## src/rtl/mult35x35_accum_round.sv

```systemverilog
// Frame accumulator for the 35x35 multiplier product stream: sums signed
// products over framed bursts, then rounds, shifts, saturates and queues
// each frame result in a 2-entry FIFO with a valid/ready handshake.
module mult35x35_accum_round #(
  parameter int PROD_W = 70,
  parameter int CNT_W  = 11,
  parameter int ACC_W  = 81,
  parameter int SHIFT  = 35,
  parameter int OUT_W  = 35
) (
  input  logic              CLK,
  input  logic              RST_N,
  input  logic              CLR,
  input  logic [PROD_W-1:0] PROD_IN,
  input  logic              PROD_VALID,
  input  logic              PROD_LAST,
  output logic [OUT_W-1:0]  RES_OUT,
  output logic              SAT_FLAG,
  output logic [CNT_W-1:0]  TERM_CNT,
  output logic              RES_VALID,
  input  logic              RES_READY,
  output logic              OVF_ERR
);

  if (ACC_W < PROD_W + CNT_W) begin : g_acc_w_check
    $error("ACC_W must be >= PROD_W + CNT_W");
  end
  if (SHIFT < 1 || SHIFT > ACC_W - 1) begin : g_shift_check
    $error("SHIFT must be in 1..ACC_W-1");
  end

  localparam int ENT_W = OUT_W + CNT_W + 1;
  localparam logic signed [ACC_W:0] HALF = {{ACC_W{1'b0}}, 1'b1} << (SHIFT - 1);
  localparam logic signed [ACC_W:0] MAXV = {{(ACC_W + 2 - OUT_W){1'b0}}, {(OUT_W - 1){1'b1}}};
  localparam logic signed [ACC_W:0] MINV = {{(ACC_W + 2 - OUT_W){1'b1}}, {(OUT_W - 1){1'b0}}};

  typedef enum logic {S_IDLE, S_ACCUM} state_t;

  state_t             state, state_nxt;
  logic [ACC_W-1:0]   acc;
  logic [CNT_W-1:0]   cnt;
  logic [ACC_W-1:0]   prod_ext, sum_nxt;
  logic [CNT_W-1:0]   cnt_nxt;
  logic               close;

  logic               s1_valid;
  logic [ACC_W-1:0]   s1_sum;
  logic [CNT_W-1:0]   s1_cnt;
  logic signed [ACC_W:0] rnd_sum, rnd_shr;

  logic               s2_valid;
  logic signed [ACC_W:0] s2_r;
  logic [CNT_W-1:0]   s2_cnt;
  logic [OUT_W-1:0]   sat_res;
  logic               sat_hit;

  logic [ENT_W-1:0]   mem [2];
  logic               wr_ptr, rd_ptr;
  logic [1:0]         count;
  logic               rd_en, full, wr_acc;

  // Frame FSM next state plus the running sum/count including this beat.
  always_comb begin
    state_nxt = state;
    prod_ext  = {{(ACC_W - PROD_W){PROD_IN[PROD_W-1]}}, PROD_IN};
    sum_nxt   = ((state == S_ACCUM) ? acc : '0) + prod_ext;
    cnt_nxt   = CNT_W'(1);
    if (state == S_ACCUM) cnt_nxt = (cnt == '1) ? cnt : cnt + CNT_W'(1);
    close = PROD_VALID & PROD_LAST;
    if (PROD_VALID) state_nxt = PROD_LAST ? S_IDLE : S_ACCUM;
  end

  // Frame state, accumulator and product count.
  always_ff @(posedge CLK or negedge RST_N) begin
    if (!RST_N) begin
      state <= S_IDLE;
      acc   <= '0;
      cnt   <= '0;
    end else if (CLR) begin
      state <= S_IDLE;
      acc   <= '0;
      cnt   <= '0;
    end else begin
      state <= state_nxt;
      if (PROD_VALID) begin
        acc <= PROD_LAST ? '0 : sum_nxt;
        cnt <= PROD_LAST ? '0 : cnt_nxt;
      end
    end
  end

  // Stage 1: capture the closing sum and product count.
  always_ff @(posedge CLK or negedge RST_N) begin
    if (!RST_N) begin
      s1_valid <= 1'b0;
      s1_sum   <= '0;
      s1_cnt   <= '0;
    end else begin
      s1_valid <= close & ~CLR;
      if (close && !CLR) begin
        s1_sum <= sum_nxt;
        s1_cnt <= cnt_nxt;
      end
    end
  end

  // Round half toward +inf, then arithmetic shift; one extra bit absorbs the bias.
  always_comb begin
    rnd_sum = $signed({s1_sum[ACC_W-1], s1_sum}) + HALF;
    rnd_shr = rnd_sum >>> SHIFT;
  end

  // Stage 2: register the rounded, shifted value.
  always_ff @(posedge CLK or negedge RST_N) begin
    if (!RST_N) begin
      s2_valid <= 1'b0;
      s2_r     <= '0;
      s2_cnt   <= '0;
    end else begin
      s2_valid <= s1_valid & ~CLR;
      if (s1_valid && !CLR) begin
        s2_r   <= rnd_shr;
        s2_cnt <= s1_cnt;
      end
    end
  end

  // Clip to the signed output range and flag clipping.
  always_comb begin
    sat_hit = 1'b0;
    sat_res = s2_r[OUT_W-1:0];
    if (s2_r > MAXV) begin
      sat_hit = 1'b1;
      sat_res = MAXV[OUT_W-1:0];
    end else if (s2_r < MINV) begin
      sat_hit = 1'b1;
      sat_res = MINV[OUT_W-1:0];
    end
    rd_en  = RES_VALID & RES_READY;
    full   = (count == 2'd2);
    wr_acc = s2_valid & (~full | rd_en);
  end

  // Two-entry result FIFO; a write to a full FIFO without a read is dropped.
  always_ff @(posedge CLK or negedge RST_N) begin
    if (!RST_N) begin
      for (int unsigned i = 0; i < 2; i++) mem[i] <= '0;
      wr_ptr  <= 1'b0;
      rd_ptr  <= 1'b0;
      count   <= '0;
      OVF_ERR <= 1'b0;
    end else if (CLR) begin
      for (int unsigned i = 0; i < 2; i++) mem[i] <= '0;
      wr_ptr  <= 1'b0;
      rd_ptr  <= 1'b0;
      count   <= '0;
      OVF_ERR <= 1'b0;
    end else begin
      if (wr_acc) begin
        mem[wr_ptr] <= {sat_hit, s2_cnt, sat_res};
        wr_ptr      <= ~wr_ptr;
      end
      if (rd_en) rd_ptr <= ~rd_ptr;
      unique case ({wr_acc, rd_en})
        2'b10:   count <= count + 2'd1;
        2'b01:   count <= count - 2'd1;
        default: count <= count;
      endcase
      if (s2_valid && full && !rd_en) OVF_ERR <= 1'b1;
    end
  end

  assign RES_VALID = (count != 2'd0);
  assign {SAT_FLAG, TERM_CNT, RES_OUT} = mem[rd_ptr];

endmodule

```

## config.mk

```make
export PLATFORM = sky130hd
export DESIGN_NAME = mult35x35_accum_round
export DESIGN_NICKNAME = d
export VERILOG_FILES = /design/src/rtl/mult35x35_accum_round.sv
export SDC_FILE = /design/constraint.sdc
export NUM_CORES = 1
export LEC_CHECK = 0
export CAP_MARGIN = 10
export CORE_ASPECT_RATIO = 0.5
export CORE_MARGIN = 5
export CORE_UTILIZATION = 59
export DETAILED_ROUTE_END_ITERATION = 12
export DONT_BUFFER_PORTS = 1
export GPL_TIMING_DRIVEN = 0
export PLACE_DENSITY = 0.78
export SETUP_SLACK_MARGIN = 0.15
export SLEW_MARGIN = 0
export SYNTH_ARGS = -nofsm -noshare
export SYNTH_HDL_FRONTEND = slang
export SYNTH_SLANG_ARGS = --single-unit
export TNS_END_PERCENT = 30
```

## constraint.sdc

```tcl
create_clock -name CLK -period 3.5 [get_ports CLK]
set_input_delay 0.175 -clock CLK [delete_from_list [all_inputs] [get_ports CLK]]
set_output_delay 0.175 -clock CLK [all_outputs]
set_load 0.005 [all_outputs]
```

# Word level (Yosys, flattened, before mapping)

Cells that the tools add are included.

$add $sub $neg: 5
Multipliers: 0
Div/mod/pow operators: 0
Magnitude comparators: 5
Eq/ne operators: 4
Shifts and indexed selects: 0
Mux-type cells: 32
Bitwise gates (word level): 12
Reduce and logical (&&, ||, !) cells: 13

Operators with widths:

| operator                                                                          | count |
|---|---|
| 81-bit two-way mux                                                                | 4 |
| 47-bit two-way mux                                                                | 4 |
| 94-bit two-way mux                                                                | 2 |
| 94-bit bitwise mux                                                                | 1 |
| 81-bit by 36-bit adder with 82-bit output, second input constant                  | 1 |
| 81-bit adder                                                                      | 1 |
| 35-bit two-way mux                                                                | 2 |
| 11-bit two-way mux                                                                | 5 |
| 47-bit demux with 1-bit select                                                    | 1 |
| 47-bit by 35-bit greater-than comparator with 1-bit output, second input constant | 1 |
| 47-bit by 35-bit less-than comparator with 1-bit output, second input constant    | 1 |
| 11-bit by 1-bit adder with 11-bit output, second input constant                   | 1 |
| 11-bit equality test, second input constant                                       | 1 |
| 1-bit two-way mux                                                                 | 11 |
| 2-bit nonzero test                                                                | 5 |
| 1-bit bitwise AND                                                                 | 5 |
| 1-bit logical AND                                                                 | 5 |
| 2-bit equality test, second input constant                                        | 2 |
| 2-bit greater-or-equal comparator, second input constant                          | 2 |
| 1-bit inverter                                                                    | 4 |
| 1-bit inverter with 2-bit output                                                  | 2 |
| 2-bit one-hot mux with 2 select lines                                             | 1 |
| 3-bit nonzero test                                                                | 1 |
| 2-bit by 1-bit adder with 2-bit output, second input constant                     | 1 |
| other kinds (6)                                                                   | 7 |

Register bits: 344
Bits in latches: 0
RAM bits: 0
Bits in read-only memories: 0
Input port bits: 76
Memories: 0

# Logic depth before layout (Yosys ltp)

Depth in word-level cells: 8
Gate-level depth with buffers: 16
Gate-level depth less buffers: 14

# Least setup slack after synthesis

Ideal clock, no wire load.

Path type: register -> register
Start: reg state
End: reg s1_sum[80]
Library setup time: 0.125 ns
Arrival: 3.544 ns
Setup slack: -0.169 ns
Stages on the path, launching flop included: 17
Buffers on the path: 2
Period minus slack after synthesis: 3.669 ns
Cells stage by stage: dfrtp_1 > clkbuf_1 > clkbuf_1 > and2_1 > ha_1 > inv_1 > fa_1 > nor2b_1 > o2111a_1 > o21bai_1 > a211oi_2 > o211ai_1 > a2111oi_2 > nor2_1 > o41ai_2 > xnor2_1 > mux2_2

Longest elaborated chain between the ends: 2

Ends and longest elaborated chain:

| what                   | RTL line | source |
|---|---|---|
| start, declared        | 39       | `state_t state, state_nxt;` |
| start signal, assigned | 84       | `state <= state_nxt;` |
| 81-bit two-way mux     | 66       | `sum_nxt = ((state == S_ACCUM) ? acc : '0) + prod_ext;` |
| 81-bit adder           | 66       |  |
| end signal, assigned   | 101      | `s1_sum <= sum_nxt;` |
| end, declared          | 47       | `logic [ACC_W-1:0] s1_sum;` |

No other way between the ends.
A chain may end at the register's enable or synchronous reset.

# Final worst setup path

Start: reg state
End: reg acc[61]

Longest elaborated chain between the ends: 5

Ends and longest elaborated chain:

| what                 | RTL line | source |
|---|---|---|
| 81-bit two-way mux   | 66       |  |
| 81-bit adder         | 66       |  |
| 81-bit two-way mux   | 86       | `acc <= PROD_LAST ? '0 : sum_nxt;` |
| 81-bit two-way mux   | 85       | `if (PROD_VALID) begin` |
| 81-bit two-way mux   | 79       | `end else if (CLR) begin` |
| end signal, assigned | 86       |  |
| end, declared        | 40       | `logic [ACC_W-1:0] acc;` |

No other way between the ends. The select of a mux whose other input is x is not followed.

==> results.sh <==
export IMPL_outcome="finished with violations"
export IMPL_violations="negative hold slack, negative setup slack"
export IMPL_criticalPathCategory="register to register"
export IMPL_synth_area_leaders="dfrtp_1, o21ai_0, nand2_1"
export IMPL_hold_path_class="primary input to async pin"
export IMPL_final_cells=2678
export IMPL_whs_ps=-708
export IMPL_yosysMostFrequentCell="nand2_1"
export IMPL_yosys_top_cells_count="nand2_1, dfrtp_1, o21ai_0"
export IMPL_cellLeakagePower_nw=9.74
export IMPL_synth_nets=2276
export IMPL_layout_min_cycle_time_ps=3830
export IMPL_drcViolationCount=0
export IMPL_clockBufferDepth=3
export IMPL_dieHeight_um=135
export IMPL_vdd_ir_drop_max_v=0.000387
export IMPL_fin_skew_ps=12.9
export IMPL_postLayoutCoreUtil=0.727
export IMPL_grt_pass1_wl_mm=83.3
export IMPL_worstMarginPinSlew_ps=956
export IMPL_synth_edf_count=0
export IMPL_avgRoutedWirePerCell_um=19.9
export IMPL_num_io_pins=125
export IMPL_wl_met3_mm=4.17
export IMPL_synth_seq_cells=310
export IMPL_grt_antenna_before_repair=3
export IMPL_wl_mm=53.3
export IMPL_finalHoldViolations=310
export IMPL_routabilityCongestion=1.01
export IMPL_crit_path_end_kind="register"
export IMPL_grt_max_degree=311
export IMPL_grt_pass1_vias=15600
export IMPL_finalWorstSetupSlack_ps=-325
export IMPL_synth_warnings=0
export IMPL_grt_util_all_layers=0.292
export IMPL_finish_instance_area_mm2=0.0222
export IMPL_viasPerCell=6.14
export IMPL_crit_fanout=8
export IMPL_fin_nets=2396
export IMPL_fp_row_count=45
export IMPL_initial_utilization=0.603
export IMPL_areaGrowthSynthToFinish_pct=20.4
export IMPL_clk_latency_ps=590
export IMPL_port_buffers=0
export IMPL_dp_hpwl_mm=36.5
export IMPL_die_x_um=260
export IMPL_slew_viol_final=0
export IMPL_grt_overflow_total=0
export IMPL_placedCellCount=2541
export IMPL_max_freq_mhz=261
export IMPL_drtAntennaViolNets=0
export IMPL_syn_inst=2117
export IMPL_dr_wl_met2_mm=24.1
export IMPL_drive_gt1_frac=0.176
export IMPL_root_buffer="clkbuf_16"
export IMPL_maxSlewHeadroom=0.354
export IMPL_core_area_mm2=0.0305
export IMPL_die_area_mm2=0.0351
export IMPL_synth_area_mm2=0.0184
export IMPL_worstPathArrival_ps=4270
export IMPL_p_per_area_mw_per_mm2=393
export IMPL_dr_pass1_iters=5
export IMPL_htree_levels=1
export IMPL_netlist_area_leader_share=0.421
export IMPL_dpl_cell_area_mm2=0.0190
export IMPL_maxCapViolations=0
export IMPL_first_iter_violations=1428
export IMPL_wl_met1_mm=23.5
export IMPL_period_share=1.09
export IMPL_async_flop_share=1.00
export IMPL_finalSetupViolations=69
export IMPL_seq_area_frac_synth=0.421
export IMPL_cts_inserted_buffers=28
export IMPL_rsz0062_at_grt="true"
export IMPL_synth_cell_types=76
export IMPL_cts_sinks=310
export IMPL_n_antenna_cell=0
export IMPL_synth_area_leader_cell="dfrtp_1"
export IMPL_required_ps=3940
export IMPL_synthFlopType="dfrtp_1"
export IMPL_cts_tree="done"
export IMPL_vias=16400
export IMPL_startpoint_type="register"
export IMPL_ctsHoldBuffers=11
export IMPL_clkTransAtPathRegs_ps=70
export IMPL_highest_layer="met5"
export IMPL_avgSynthCellArea_um2=8.70
## layout by cell type (no fill, tap or decap), drive strengths merged, types with 13 or more instances in the layout
| cell type | n |
|---|---|
| xnor2 | 70 |
| clkbuf | 142 |
| o21ai | 304 |
| mux2 | 49 |
| nor3 | 16 |
| dfrtp | 310 |
| nor2b | 13 |
| ha | 82 |
| o21bai | 30 |
| nor2 | 76 |
| a21oi | 155 |
| nand4 | 48 |
| xor2 | 63 |
| inv | 39 |
| and3 | 21 |
| a22o | 39 |
| buf | 89 |
| and2 | 91 |
| a21o | 23 |
| nand2 | 392 |
| nand3 | 39 |
## registers in the layout, summed over array words and instances, names as in the netlist
| register | count |
|---|---|
| OVF_ERR | 1 |
| acc | 81 |
| cnt | 11 |
| count | 2 |
| mem | 94 |
| rd_ptr | 1 |
| s1_cnt | 11 |
| s1_sum | 47 |
| s1_valid | 1 |
| s2_cnt | 11 |
| s2_r | 47 |
| s2_valid | 1 |
| state | 1 |
| wr_ptr | 1 |
## what timing repair did
item,in CTS,in global routing
buffers inserted,46,32
endpoints found under the hold margin,323,310
pin swaps,57,80
endpoints found under the setup margin,102,107
gates resized for setup,190,184
gates cloned,1,0
## routing by layer
layer / global-route usage / vias to the layer above
li1: - / 7689
met1: 0.426 / 8018
met2: 0.465 / 616
met3: 0.0488 / 113
met4: 0.0636 / 4
met5: 0 / -
## where the power goes
| group | switching [mW] | internal, mW |
|---|---|---|
| sequential | 0.242 | 3.87 |
| clock | 1.47 | 1.84 |
| combinational | 0.805 | 0.496 |
## final timing paths
check | startpoint | endpoint | slack (ps) | cells past startpoint
min | RST_N | acc[30] | -710 | 0
min in group CLK | RES_READY | wr_ptr | 30 | 3
max in group asynchronous | RST_N | mem[47] | 3610 | 0
min reg2reg | acc[4] | acc[4] | 470 | 2
max reg2reg | state | acc[61] | -330 | 17
max | state | acc[61] | -330 | 17
## worst max-delay path: stages (launching register included)
cell	delay, ps
dfrtp_1	430
buf_8	170
buf_6	120
buf_8	120
and2_1	130
ha_2	370
nand4_1	170
or4_4	460
a31o_4	250
a31oi_4	230
a311oi_4	130
buf_6	160
a21oi_4	220
a31oi_4	140
o221ai_2	230
xnor2_2	150
buf_4	150
o21ai_2	50
## kinds of logic (layout without fill, tap and decap cells)
logic type	count (synthesis)	count (layout)	share of synthesized area
AND/OR/NAND/NOR	746	746	0.188
AO/OA/AOI/OAI	638	638	0.208
flip-flops	310	310	0.421
buffers and inverters	156	294	0.0321
XOR/XNOR	133	133	0.0633
adder cells (fa/ha/maj)	83	83	0.0568
multiplexers	51	51	0.0311
## through the flow
step	TNS (ps)	hold WS (ps)	total power [mW]	setup slack [ps]
finish	-11300	-708	8.72	-325
global route	-17420	-740	9.07	-379
CTS	-17090	-727	8.64	-429
detailed placement	-48160	-110	5.24	-945
global placement	-45610	-109	5.20	-921
floorplan	0	-121	4.89	158
## final cells by class
type                    instances  area, µm²
plain buffers                 116        618
clock buffers                  35        757
clock inverters                13        208
fillers                      2221       8350
inverters                      39        146
multi-input cells            1651      11300
flip-flops and latches        310       7760
well taps                     423        529
repair buffers                 91        808
Note: power is estimated with default switching activity, not from simulation.
